**src/rtl/piso_serializer_param.sv**
```systemverilog
// piso_serializer_param: MSB-first parallel-to-serial converter on the bit clock clk_8f.
// After reset it sends MIN_IDLE idle symbols to train the link. After that each frame
// carries either data_in or IDLE_SYM.
// Optional build macro SER_PARITY_EN: every frame gets one more bit, an even-parity bit
// (XOR of the loaded word), sent after bit 0.
module piso_serializer_param #(
    parameter int                DATA_W   = 8,
    parameter logic [DATA_W-1:0] IDLE_SYM = 8'hBC,
    parameter int                MIN_IDLE = 4
) (
    input  logic              clk_8f,
    input  logic              reset,
    input  logic [DATA_W-1:0] data_in,
    input  logic              valid_in,
    output logic              data_out,
    output logic              ready,
    output logic              word_sync,
    output logic              is_data,
    output logic              link_up
);

`ifdef SER_PARITY_EN
    localparam int FRAME_LEN = DATA_W + 1;
`else
    localparam int FRAME_LEN = DATA_W;
`endif

    localparam int CNT_W   = $clog2(DATA_W + 1);
    // Keep train_cnt at least one bit wide so that MIN_IDLE == 0 still builds.
    localparam int TRAIN_W = (MIN_IDLE > 0) ? $clog2(MIN_IDLE + 1) : 1;

    localparam logic [CNT_W-1:0]   CNT_LAST   = CNT_W'(FRAME_LEN - 1);
    localparam logic [TRAIN_W-1:0] TRAIN_LAST = TRAIN_W'((MIN_IDLE > 0) ? MIN_IDLE - 1 : 0);

    typedef enum logic {
        TRAIN = 1'b0,
        LINK  = 1'b1
    } state_t;

    localparam state_t RESET_STATE = (MIN_IDLE == 0) ? LINK : TRAIN;

    state_t              state_q,     state_d;
    logic [CNT_W-1:0]    cnt_q,       cnt_d;
    logic [DATA_W-1:0]   sr_q,        sr_d;
    logic                word_sync_q, word_sync_d;
    logic                is_data_q,   is_data_d;
    logic [TRAIN_W-1:0]  train_cnt_q, train_cnt_d;
    logic                link_up_q,   link_up_d;
    logic [DATA_W-1:0]   load_word;
    logic                boundary;
    logic                fill_bit;

`ifdef SER_PARITY_EN
    logic par_q, par_d;

    // In parity mode, the shift register fills with the frame's parity bit. After DATA_W
    // shifts, that bit reaches the MSB, so it is sent in the extra frame cycle.
    assign fill_bit = par_q;
    assign par_d    = boundary ? ^load_word : par_q;

    // Capture the parity of the word loaded at each frame boundary.
    always_ff @(posedge clk_8f) begin
        if (!reset) begin
            par_q <= 1'b0;
        end else begin
            par_q <= par_d;
        end
    end
`else
    assign fill_bit = 1'b0;
`endif

    assign boundary = (cnt_q == CNT_LAST);

    // Next-state logic. On a boundary, choose the next word and restart the frame.
    // Otherwise, shift the current word out one bit per cycle.
    always_comb begin
        state_d     = state_q;
        cnt_d       = cnt_q + 1'b1;
        sr_d        = {sr_q[DATA_W-2:0], fill_bit};
        word_sync_d = 1'b0;
        is_data_d   = is_data_q;
        train_cnt_d = train_cnt_q;
        link_up_d   = link_up_q;
        load_word   = IDLE_SYM;
        ready       = 1'b0;

        if (boundary) begin
            cnt_d       = '0;
            word_sync_d = 1'b1;
            case (state_q)
                TRAIN: begin
                    is_data_d   = 1'b0;
                    train_cnt_d = train_cnt_q + 1'b1;
                    if (train_cnt_q == TRAIN_LAST) begin
                        state_d   = LINK;
                        link_up_d = 1'b1;
                    end
                end
                LINK: begin
                    if (valid_in) begin
                        load_word = data_in;
                        is_data_d = 1'b1;
                        ready     = reset;
                    end else begin
                        is_data_d = 1'b0;
                    end
                end
                default: begin
                    state_d = RESET_STATE;
                end
            endcase
            sr_d = load_word;
        end
    end

    // State registers. Reset leaves the design one cycle before a frame boundary.
    always_ff @(posedge clk_8f) begin
        if (!reset) begin
            state_q     <= RESET_STATE;
            cnt_q       <= CNT_LAST;
            sr_q        <= '0;
            word_sync_q <= 1'b0;
            is_data_q   <= 1'b0;
            train_cnt_q <= '0;
            link_up_q   <= (MIN_IDLE == 0);
        end else begin
            state_q     <= state_d;
            cnt_q       <= cnt_d;
            sr_q        <= sr_d;
            word_sync_q <= word_sync_d;
            is_data_q   <= is_data_d;
            train_cnt_q <= train_cnt_d;
            link_up_q   <= link_up_d;
        end
    end

    assign data_out  = sr_q[DATA_W-1];
    assign word_sync = word_sync_q;
    assign is_data   = is_data_q;
    assign link_up   = link_up_q;

endmodule

```
**config.mk**
```make
export PLATFORM = sky130hd
export DESIGN_NAME = piso_serializer_param
export DESIGN_NICKNAME = d
export VERILOG_FILES = /design/src/rtl/piso_serializer_param.sv
export SDC_FILE = /design/constraint.sdc
export NUM_CORES = 1
export LEC_CHECK = 0
export ABC_AREA = 1
export BUFFER_PORTS_ARGS = -buffer_cell sky130_fd_sc_hd__buf_2
export CAP_MARGIN = 0
export CORE_ASPECT_RATIO = 1.1
export CORE_UTILIZATION = 45
export DETAILED_ROUTE_END_ITERATION = 7
export HOLD_SLACK_MARGIN = 0.08
export PLACE_DENSITY_LB_ADDON = 0.1
export SLEW_MARGIN = 5
export SYNTH_ARGS = -nofsm -noshare
export SYNTH_HDL_FRONTEND = slang
export SYNTH_SLANG_ARGS = --single-unit
```
**constraint.sdc**
```tcl
create_clock -name clk_8f -period 1.2 [get_ports clk_8f]
set_clock_uncertainty 0.05 [all_clocks]
set_input_delay 0.18 -clock clk_8f [delete_from_list [all_inputs] [get_ports clk_8f]]
set_output_delay 0.18 -clock clk_8f [all_outputs]
set_load 0.005 [all_outputs]
```
After elaboration in Yosys (flattened, before gate mapping):

Cells that the tools add are included.

* register bits: 19
* latch bits: 0
* memory bits (writable): 0
* bits in read-only memories: 0
* memories kept: 0

* add/sub/neg operators: 2
* multiply operators: 0
* div/mod/pow operators: 0
* order comparisons: 0
* equality and inequality tests: 2
* shift-type cells: 0
* multiplexer cells: 12
* bitwise logic cells: 2
* reductions and logical operators: 4

Operators with widths (number)
* 8-bit two-way mux: 3
* 1-bit two-way mux: 7
* 4-bit by 1-bit adder with 4-bit output (second input constant): 1
* 4-bit by 3-bit == test with 1-bit output (second input constant): 1
* 4-bit AND reduction: 1
* 3-bit by 1-bit adder with 3-bit output (second input constant): 1
* 3-bit by 2-bit == test with 1-bit output (second input constant): 1
* 3-bit two-way mux: 1
* 3-bit AND reduction: 1
* 1-bit inverter: 2
* 1-bit one-hot mux with 2 select lines: 1
* 2-bit AND reduction: 1
* 2-bit OR reduction: 1

Longest topological paths before layout:

Gate-level depths: netlist of the first run.

* word-level depth: 3
* depth in mapped cells: 7

Worst setup path after synthesis of the first run:

OpenSTA, ideal clock, no wires.

* path type: flip-flop to flip-flop
* start point: register cnt_q[0]
* end point: register train_cnt_q[0]
* library setup time: 0.113 ns
* data arrival time: 0.980 ns
* data required time: 1.037 ns
* slack: 0.057 ns
* stages on the path, launching flop included: 8
* path buffers: 1
* path through: dfxtp_1 > ha_1 > nand2_2 > nor2_4 > buf_6 > nand3_1 > nand2_1 > nor2_1

* cells in the longest elaborated chain, start to end: 2

Ends and longest elaborated chain
* start, declared: line 43 `logic [CNT_W-1:0] cnt_q, cnt_d;`
* start signal, assigned: line 129 `cnt_q <= cnt_d;`
* 4-bit by 3-bit == test with 1-bit output: line 73 `assign boundary = (cnt_q == CNT_LAST);`
* 2-bit AND reduction (no line)
* end signal, assigned: line 133 `train_cnt_q <= train_cnt_d;`
* end, declared: line 47 `logic [TRAIN_W-1:0] train_cnt_q, train_cnt_d;`

Every way passes these cells.
A chain may end at the register's enable or synchronous reset.

Worst setup path in the final report of the first run:

* start point: register cnt_q[0]
* end point: output port ready

* cells in the longest elaborated chain, start to end: 2

Ends and longest elaborated chain
* 4-bit by 3-bit == test with 1-bit output: line 73
* 1-bit two-way mux: line 88 `if (boundary) begin`
* end, declared: line 16 `output logic ready,`

Every way passes these cells.

==> impl_metrics.yaml, run 1 <==
placement:
  dpl.hpwl_um: 997
  placed_area_um2: 871
  io_buffers: 15
  place_congestion: 0.700
detailed_routing:
  route.detailed.wl_per_inst_um: 10.8
  postRouteWirelength_um: 1530
  detail_route.drc_violations: 0
  via_per_inst: 4.82
  firstDrtPassIters: 4
  detailroute.via_count: 685
  initialDrtViolationCount: 10
  route.antenna.remaining_nets: 0
synth:
  post-synth-top-count-cell: "nor2_1"
  yosys.area.top_type_share_pct: 51.4
  synth_async_sr_flop_share_pct: 0
  synth_area_leader_cell: "dfxtp_1"
  post_synth_most_frequent_cells: "22 x nor2_1, 19 x dfxtp_1, 12 x inv_1, 9 x o21ai_0, 8 x nand3_1"
  synth_nets: 104
  synth-seq-cells: 19
  synthDistinctLibCells: 16
  synth_seq_area_share_pct: 51.4
  synth_top_cells_by_area: "dfxtp_1 51%, nor2_1 11%, o21ai_0 6.1%, inv_1 6.1%, nand3_1 5.4%"
  syn_inst: 90
  synth_area_per_cell_um2: 8.22
  synth_enable_flop_cells: 0
  synth.cell_area_um2: 739
  yosysWarningCount: 0
  synth_flop_cell: "dfxtp_1"
sta:
  fin_crit_sh_pct: 121
  timing.final.ws_setup_ns: -0.247
  clock.fmax_mhz: 691
  post-route-min-period_ns: 1.45
  worst_slew_pin_slew_ns: 0.224
  timing.final.hold_violations: 0
  tns_ns: -1.56
  timing.hold.ws_ns: 0.105
  rsz0062_at_grt: "yes"
  slew_viol_final: 0
  timing.slew.headroom_pct: 85.0
  finalSetupViolations: 15
min_path:
  hold_path_startpoint: "reset"
  min_path_cells: 2
  min_to: "cnt_q[2]"
  hold_path.class: "in2reg"
global_routing:
  antenna_found_initial: 0
  grt.total_usage_pct: 19.5
  grt_max_degree: 12
  first_global_vias: 631
  grt_overflow_total: 0
  grt_first_pass_wirelength_um: 2420
flow_run:
  number_of_max_cap_violations: 0
clock_tree:
  cts-root-to-sink-buffers: 2
  cts.sinks: 19
  cts-buffers-inserted: 3
  worst_skew_pair.late_latency_ns: 0.29
  cts.root.buffer_cell: "clkbuf_4"
  htreeDepth: 1
  cts_tree: "done"
  clkSlewWorstSetupHoldPaths_ns: 0.11
critical_path:
  critPathArrivalTime_ns: 1.22
  rr_worst_depth: 7
  worst-endpoint-required_ns: 0.97
  r2r-start: "cnt_q[0]"
  criticalPathCategory: "reg2out"
  critical_path_peak_fanout: 4
  crit_path_end_kind: "output port"
  worstReg2RegEnd: "sr_q[6]"
  timing.reg2reg.setup_slack_ns: -0.17
  cp-start-kind: "flop"
die:
  floorplan.die.width_um: 40.7
  floorplan.initialDensity_pct: 50.9
  pin_count: 16
  core_area_um2: 1450
  chipHeight_um: 44.5
  fp-row-count: 14
  floorplan.die_area_um2: 1810
power_and_ir_drop:
  cellLeakagePower_nw: 0.532
  power.density_nw_per_um2: 1530
  vdd.ir_drop.worst_mv: 1.01
layout:
  final_standard_cell_area_without_fillers_um2: 1070
  area_growth_pct: 45.2
  drive_above_1_share_pct: 38.9
  insertedDiodeCount: 0
  design.final.nets: 141
  fillers: 114
run_status:
  violations_in_the_final_reports: "setup timing"
  status: "complete, but fails checks"
placed cells by master, fill, tap and decap left out, drive strengths merged:
cell type	netlist	layout
inv	12	12
nor2	23	23
nand2	8	8
xor2	1	1
clkinv	0	1
dfxtp	19	19
clkbuf	0	3
buf	2	26
nand3	10	10
or2	1	1
o21ai	9	9
dlygate4sd3	0	8
ha	3	3
a21oi	2	2
layout make-up:
cell class,instances,area [µm²],share of cell area [%]
inverter,12,45.0,4.20
timing repair buffer,34,244,22.7
multi-input combinational,57,354,33.0
sequential,19,383,35.7
clock inverter,1,5.00,0.466
tap,16,20.0,1.86
clock buffer,3,22.5,2.10
kinds of logic after synthesis:
logic type | share of synthesized area (%)
compound gates | 7.95
buf+inv | 8.29
xor+xnor | 1.18
simple gates | 26.1
flops | 51.4
fa+ha+maj | 5.08
worst max-delay path, stage by stage (launching register included):
cell	delay, ns
dfxtp_2	0.37
ha_4	0.15
nand2_4	0.05
nor2_4	0.12
nand3_4	0.09
inv_2	0.06
buf_6	0.08
through the flow:
stage	utilization [%]	power, mW	setup WS, ns	cells
after floorplan	-	1.07	0.0575	90
after global placement	59.9	1.20	-0.0210	126
after detailed placement	59.9	1.21	-0.0784	126
after CTS	70.0	1.64	-0.293	139
after global routing	73.8	1.77	-0.328	142
final	73.8	1.65	-0.247	142
metal layers:
layer,share of wire [%],wire length (µm),track usage (%),vias to the layer above
li1,-,-,-,357
met1,47,718,24.8,307
met2,49,743,29.8,17
met3,2.6,39,4.52,4
met4,1.6,25,10.0,0
met5,0,0,0,-
flip-flops by register name, indices dropped and copies added (netlist names):
name / flops
sr_q: 8
cnt_q: 4
train_cnt_q: 3
is_data: 1
link_up: 1
state_q: 1
word_sync: 1
how the worst max path moves through the flow:
stage	startpoint	endpoint	slack, ns	depth (start not counted)
after floorplan	cnt_q[0]	train_cnt_q[0]	0.06	7
after global placement	cnt_q[0]	ready	-0.02	6
after detailed placement	cnt_q[0]	ready	-0.08	6
after CTS	cnt_q[1]	ready	-0.29	6
after global routing	cnt_q[0]	ready	-0.33	6
final	cnt_q[0]	ready	-0.25	6
repair_timing:
action | CTS | global route
resized for setup | 14 | 8
pin swaps | 2 | 3
hold buffers | 6 | 2
endpoints found under the hold margin | 6 | 2
buffers inserted | 3 | 1
endpoints found under the setup margin | 15 | 16
power by group:
part	internal [mW]	switching (mW)	leakage [nW]
clock	0.124	0.187	0.0177
sequential	0.741	0.0686	0.156
combinational	0.272	0.255	0.358
No activity file was read; power rests on OpenSTA's default activity.
==> run 2: changes to the inputs <==
Settings changed: CORE_UTILIZATION 45 to 38.
==> run 2 against run 1 <==
The flow still finishes with violations (setup timing). Design area up 6.1%. Sequential cell count did not move. Hold slack got worse by 0.00083 ns. Critical path depth unchanged. Via count fell by 0.15%. Clock power increased by 5%. Highest routed layer unchanged. Non-clock buffer count rose by 4. Critical endpoint unchanged. Register-to-register slack better by 0.03 ns. Setup slack better by 0.012 ns. Power up 4.7%. Sequential share of layout area decreased by 1.8 points.
==> impl_metrics.yaml, run 2 (synthesis gave the netlist of run 1 again) <==
layout:
  design.final.nets: 145
  layout.cells.most_common_list: "18 x nor2_1, 17 x dfxtp_1, 15 x buf_2"
  final_standard_cell_area_without_fillers_um2: 1140
  fillers: 157
  registers.top_by_ff_count: "sr_q"
  largest_register_ff_count: 8
  drive_above_1_share_pct: 42.3
  area.sequential_um2: 385
  multi_input_area_um2: 367
  layout_commonest_cell: "nor2_1"
  area_growth_pct: 54.0
  biggestRegsByFlops: "sr_q x8, cnt_q x4, train_cnt_q x3"
  insertedDiodeCount: 0
placement:
  place_congestion: 0.740
  placed_area_um2: 881
  placement.setup.worst_slack_ns: -0.0928
  io_buffers: 15
  dpl.hpwl_um: 1010
die:
  chipHeight_um: 48.3
  floorplan.die_area_um2: 2130
  pin_count: 16
  floorplan.die.width_um: 44.1
  fp-row-count: 16
  floorplan.initialDensity_pct: 41.0
  core_area_um2: 1800
power_and_ir_drop:
  cellLeakagePower_nw: 0.565
  power.density_nw_per_um2: 1510
  vdd.ir_drop.worst_mv: 0.947
global_routing:
  antenna_found_initial: 0
  grt_first_pass_wirelength_um: 2390
  gr-max-usage-layer: "met2"
  grt_use_met1_pct: 16.3
  grt_max_degree: 12
  first_global_vias: 607
  grt.total_usage_pct: 15.7
  grt_overflow_total: 0
  gr-usage-met2_pct: 31.5
  grtUsageMet3_pct: 3.33
detailed_routing:
  route.antenna.remaining_nets: 0
  detailroute.via_count: 684
  via_per_inst: 4.62
  route.detailed.wl_per_inst_um: 10.5
  initialDrtViolationCount: 3
  postRouteWirelength_um: 1550
  firstDrtPassIters: 5
  detail_route.drc_violations: 0
clock_tree:
  cts_tree: "done"
  cts.root.buffer_cell: "clkbuf_4"
  htreeDepth: 1
  cts.sinks: 19
  clkSlewWorstSetupHoldPaths_ns: 0.11
  cts-buffers-inserted: 3
  worst_skew_pair.late_latency_ns: 0.29
  cts-root-to-sink-buffers: 2
sta:
  rsz0062_at_grt: "yes"
  timing.final.hold_violations: 0
  worst_slew_pin_slew_ns: 0.221
  timing.slew.headroom_pct: 85.2
  fin_crit_sh_pct: 120
  post-route-min-period_ns: 1.43
  finalSetupViolations: 16
  slew_viol_final: 0
  clock.fmax_mhz: 697
  timing.final.ws_setup_ns: -0.235
  timing.hold.ws_ns: 0.104
critical_path:
  worstReg2RegEnd: "sr_q[1]"
  criticalPathCategory: "reg2out"
  critPathArrivalTime_ns: 1.20
  timing.reg2reg.setup_slack_ns: -0.14
  worst-path-stages: 6
  worst-path-buf-inv: 2
  crit_path_end_kind: "output port"
  critical_path_peak_fanout: 2
  slowest_delay_ns: 0.38
  crit_chain: "ha_4 > nand2_4 > nor2_4 > nand3_2 > inv_1 > buf_2"
  critPathSlowestCell: "dfxtp_4"
  rr_worst_depth: 8
  path_delay_family: "flip-flops"
  r2r-start: "cnt_q[1]"
  worst-endpoint-required_ns: 0.97
  cp-start-kind: "flop"
min_path:
  hold_path_startpoint: "reset"
  min_to: "cnt_q[3]"
  hold_path.class: "in2reg"
  min_path_cells: 3
run_status:
  status: "complete, but fails checks"
  violations_in_the_final_reports: "setup timing"
flow_run:
  number_of_max_cap_violations: 0
[run 2: area by class of cell]
| class | instances | area share [%] |
|---|---|---|
| inverter | 12 | 3.96 |
| sequential | 19 | 33.8 |
| clock buffer | 4 | 2.31 |
| timing repair buffer | 38 | 25.7 |
| multi-input combinational | 57 | 32.2 |
| tap | 18 | 1.98 |
[run 2: power breakdown]
part / leakage (nW) / internal [mW] / total [mW] / switching [mW]
clock: 0.0150 / 0.129 / 0.325 / 0.196
sequential: 0.156 / 0.743 / 0.814 / 0.0710
combinational: 0.394 / 0.317 / 0.586 / 0.269
[run 2: layer usage]
metal / vias to the layer above / share of wire, %
met5: - / 0
met4: 0 / 0.58
met3: 2 / 1.8
met2: 10 / 54
met1: 309 / 44
li1: 363 / -
[run 2: worst max path at each step]
stage                   from        endpoint  slack, ns
floorplan           cnt_q[0]  train_cnt_q[0]       0.06
global placement    cnt_q[1]         sr_q[1]      -0.06
finish              cnt_q[1]           ready      -0.23
CTS                 cnt_q[1]           ready      -0.26
global route        cnt_q[1]           ready      -0.31
detailed placement  cnt_q[1]         sr_q[1]      -0.09
[run 2: stage by stage]
step | power [mW] | cells | TNS [ns] | utilization (%)
after floorplan | 1.07 | 90 | 0 | -
after global placement | 1.21 | 129 | -0.223 | 48.9
after detailed placement | 1.22 | 129 | -0.589 | 48.9
after CTS | 1.69 | 147 | -1.07 | 60.1
after global routing | 1.85 | 148 | -2.70 | 63.2
final | 1.72 | 148 | -1.67 | 63.2
[run 2: timing repair]
| item | in CTS | in global routing |
|---|---|---|
| hold endpoints to repair | 10 | 0 |
| resized for setup | 20 | 15 |
| hold buffers | 9 | 0 |
| endpoints found under the setup margin | 15 | 17 |
| pin swaps | 2 | 2 |
| buffers inserted | 6 | 2 |
[run 2: worst min-delay path, stage by stage]
cell and delay, ns:
buf_2 0.13, nand2_1 0.07, nor2_1 0.03
==> run 3: changes to the inputs <==
Settings changed: RECOVER_POWER from default to 25, TNS_END_PERCENT from default to 5.
==> run 3 against run 2 <==
Clock power increased by 1%. Final cell count unchanged. Via count unchanged. Combinational power decreased by 2%. Sequential cell count unchanged. Wire length increased by 0.26%. Non-clock buffer count unchanged. Critical path type unchanged. Die area unchanged. The run still ends with setup timing left. Critical path depth unchanged. Power decreased by 0.20%. First-iteration DRC count increased by 100%. Hold slack got worse by 0.0028 ns.
==> impl_metrics.yaml, run 3 (synthesis gave the netlist of run 1 again) <==
critical_path:
  critPathSlowestCell: "dfxtp_4"
  path_delay_family: "flip-flops"
  slowest_delay_ns: 0.38
  cp-start-kind: "flop"
  critPathArrivalTime_ns: 1.20
  criticalPathCategory: "reg2out"
  worst-endpoint-required_ns: 0.97
  crit_path_end_kind: "output port"
  crit_chain: "ha_4 > nand2_4 > nor2_4 > nand3_2 > inv_1 > buf_2"
  critical_path_peak_fanout: 2
  worst-path-buf-inv: 2
global_routing:
  grtUsageMet3_pct: 3.33
  gr-max-usage-layer: "met2"
  gr-usage-met2_pct: 31.8
  grt_first_pass_wirelength_um: 2400
  grt_max_degree: 12
  grt_overflow_total: 0
  antenna_found_initial: 0
  grt_use_met1_pct: 16.3
  first_global_vias: 618
  grt.total_usage_pct: 15.8
detailed_routing:
  route.detailed.wl_per_inst_um: 10.5
  detail_route.drc_violations: 0
  route.antenna.remaining_nets: 0
  detailroute.via_count: 684
  firstDrtPassIters: 6
  via_per_inst: 4.62
  initialDrtViolationCount: 6
  postRouteWirelength_um: 1560
die:
  pin_count: 16
  floorplan.initialDensity_pct: 41.0
  chipHeight_um: 48.3
  core_area_um2: 1800
  floorplan.die_area_um2: 2130
  fp-row-count: 16
  floorplan.die.width_um: 44.1
power_and_ir_drop:
  power.density_nw_per_um2: 1550
  cellLeakagePower_nw: 0.545
  vdd.ir_drop.worst_mv: 1.10
  p_sw_mw: 0.535
  internal-power_mw: 1.19
  seqPwrFrac_pct: 47.3
  pwr-share-clk_pct: 19.1
  total_power_of_the_final_layout_mw: 1.72
  logic_gate_share_of_total_power_pct: 33.5
  switching_share_pct: 31.1
layout:
  layout_commonest_cell: "nor2_1"
  fillers: 163
  insertedDiodeCount: 0
  postLayoutCoreUtil_pct: 61.8
  biggestRegsByFlops: "sr_q x8, cnt_q x4, train_cnt_q x3"
  number_of_standard_cells_in_the_final_layout_excluding_fillers: 148
  area_growth_pct: 50.6
  drive_above_1_share_pct: 38.5
  design.final.nets: 145
  registers.top_by_ff_count: "sr_q"
  layout.cells.most_common_list: "21 x nor2_1, 17 x dfxtp_1, 14 x buf_2"
  largest_register_ff_count: 8
clock_tree:
  clkSlewWorstSetupHoldPaths_ns: 0.11
  htreeDepth: 1
  cts-buffers-inserted: 3
  cts.sinks: 19
  cts.root.buffer_cell: "clkbuf_4"
  worst_skew_pair.late_latency_ns: 0.29
  cts_tree: "done"
  cts-root-to-sink-buffers: 2
min_path:
  hold_path.class: "in2reg"
sta:
  clock.fmax_mhz: 699
  slew_viol_final: 0
  fin_crit_sh_pct: 119
  timing.final.ws_setup_ns: -0.231
  worst_slew_pin_slew_ns: 0.220
  rsz0062_at_grt: "yes"
  timing.slew.headroom_pct: 85.3
  finalSetupViolations: 16
  timing.final.hold_violations: 0
  post-route-min-period_ns: 1.43
  tns_ns: -1.71
placement:
  place_congestion: 0.740
  io_buffers: 15
  placement.setup.worst_slack_ns: -0.0928
  placed_cells_incl_taps: 129
  dpl.hpwl_um: 1010
run_status:
  status: "complete, but fails checks"
  violations_in_the_final_reports: "setup timing"
flow_run:
  number_of_max_cap_violations: 0
run 3: power groups by stage:
stage	sequential, mW	clock [mW]	combinational (mW)
floorplan	0.801	0	0.269
global placement	0.808	0	0.403
detailed placement	0.809	0	0.408
CTS	0.811	0.343	0.560
global route	0.828	0.373	0.647
finish	0.815	0.329	0.577
run 3: area by class of cell:
class | count | area [µm²] | share of cell area [%]
Tap cell | 18 | 22.5 | 2.02
Sequential cell | 19 | 385 | 34.6
Clock buffer | 4 | 26.3 | 2.36
Timing Repair Buffer | 38 | 284 | 25.5
Inverter | 12 | 45.0 | 4.04
Multi-Input combinational cell | 57 | 350 | 31.5
run 3: tightest hold or removal path, stage by stage:
cell     delay, ns
buf_2         0.13
nand2_1       0.07
nor2_1        0.04
run 3: path summary, 6_finish.rpt:
check | start | endpoint | slack (ns) | cells after the start
worst max-delay path | cnt_q[1] | ready | -0.23 | 6
worst min register to register | link_up | link_up | 0.41 | 2
worst min-delay path | reset | cnt_q[3] | 0.10 | 3
worst max register to register | cnt_q[1] | sr_q[1] | -0.16 | 8
run 3: routing by layer:
layer	wire length (µm)	vias to the layer above
li1	-	364
met1	658	306
met2	857	14
met3	39	0
met4	0	0
met5	0	-
run 3: timing repair:
action / CTS / global route
pin swaps: 2 / 1
hold buffers: 9 / 0
setup endpoints to repair: 15 / 17
resized for setup: 21 / 7
buffers inserted: 6 / 0
hold endpoints to repair: 10 / 0
run 3: metrics by stage:
step / hold WS (ns) / cell area, µm²
global route: 0.115 / 1110
floorplan: 0.242 / 739
finish: 0.101 / 1110
CTS: 0.0973 / 1090
detailed placement: 0.354 / 881
global placement: 0.345 / 881
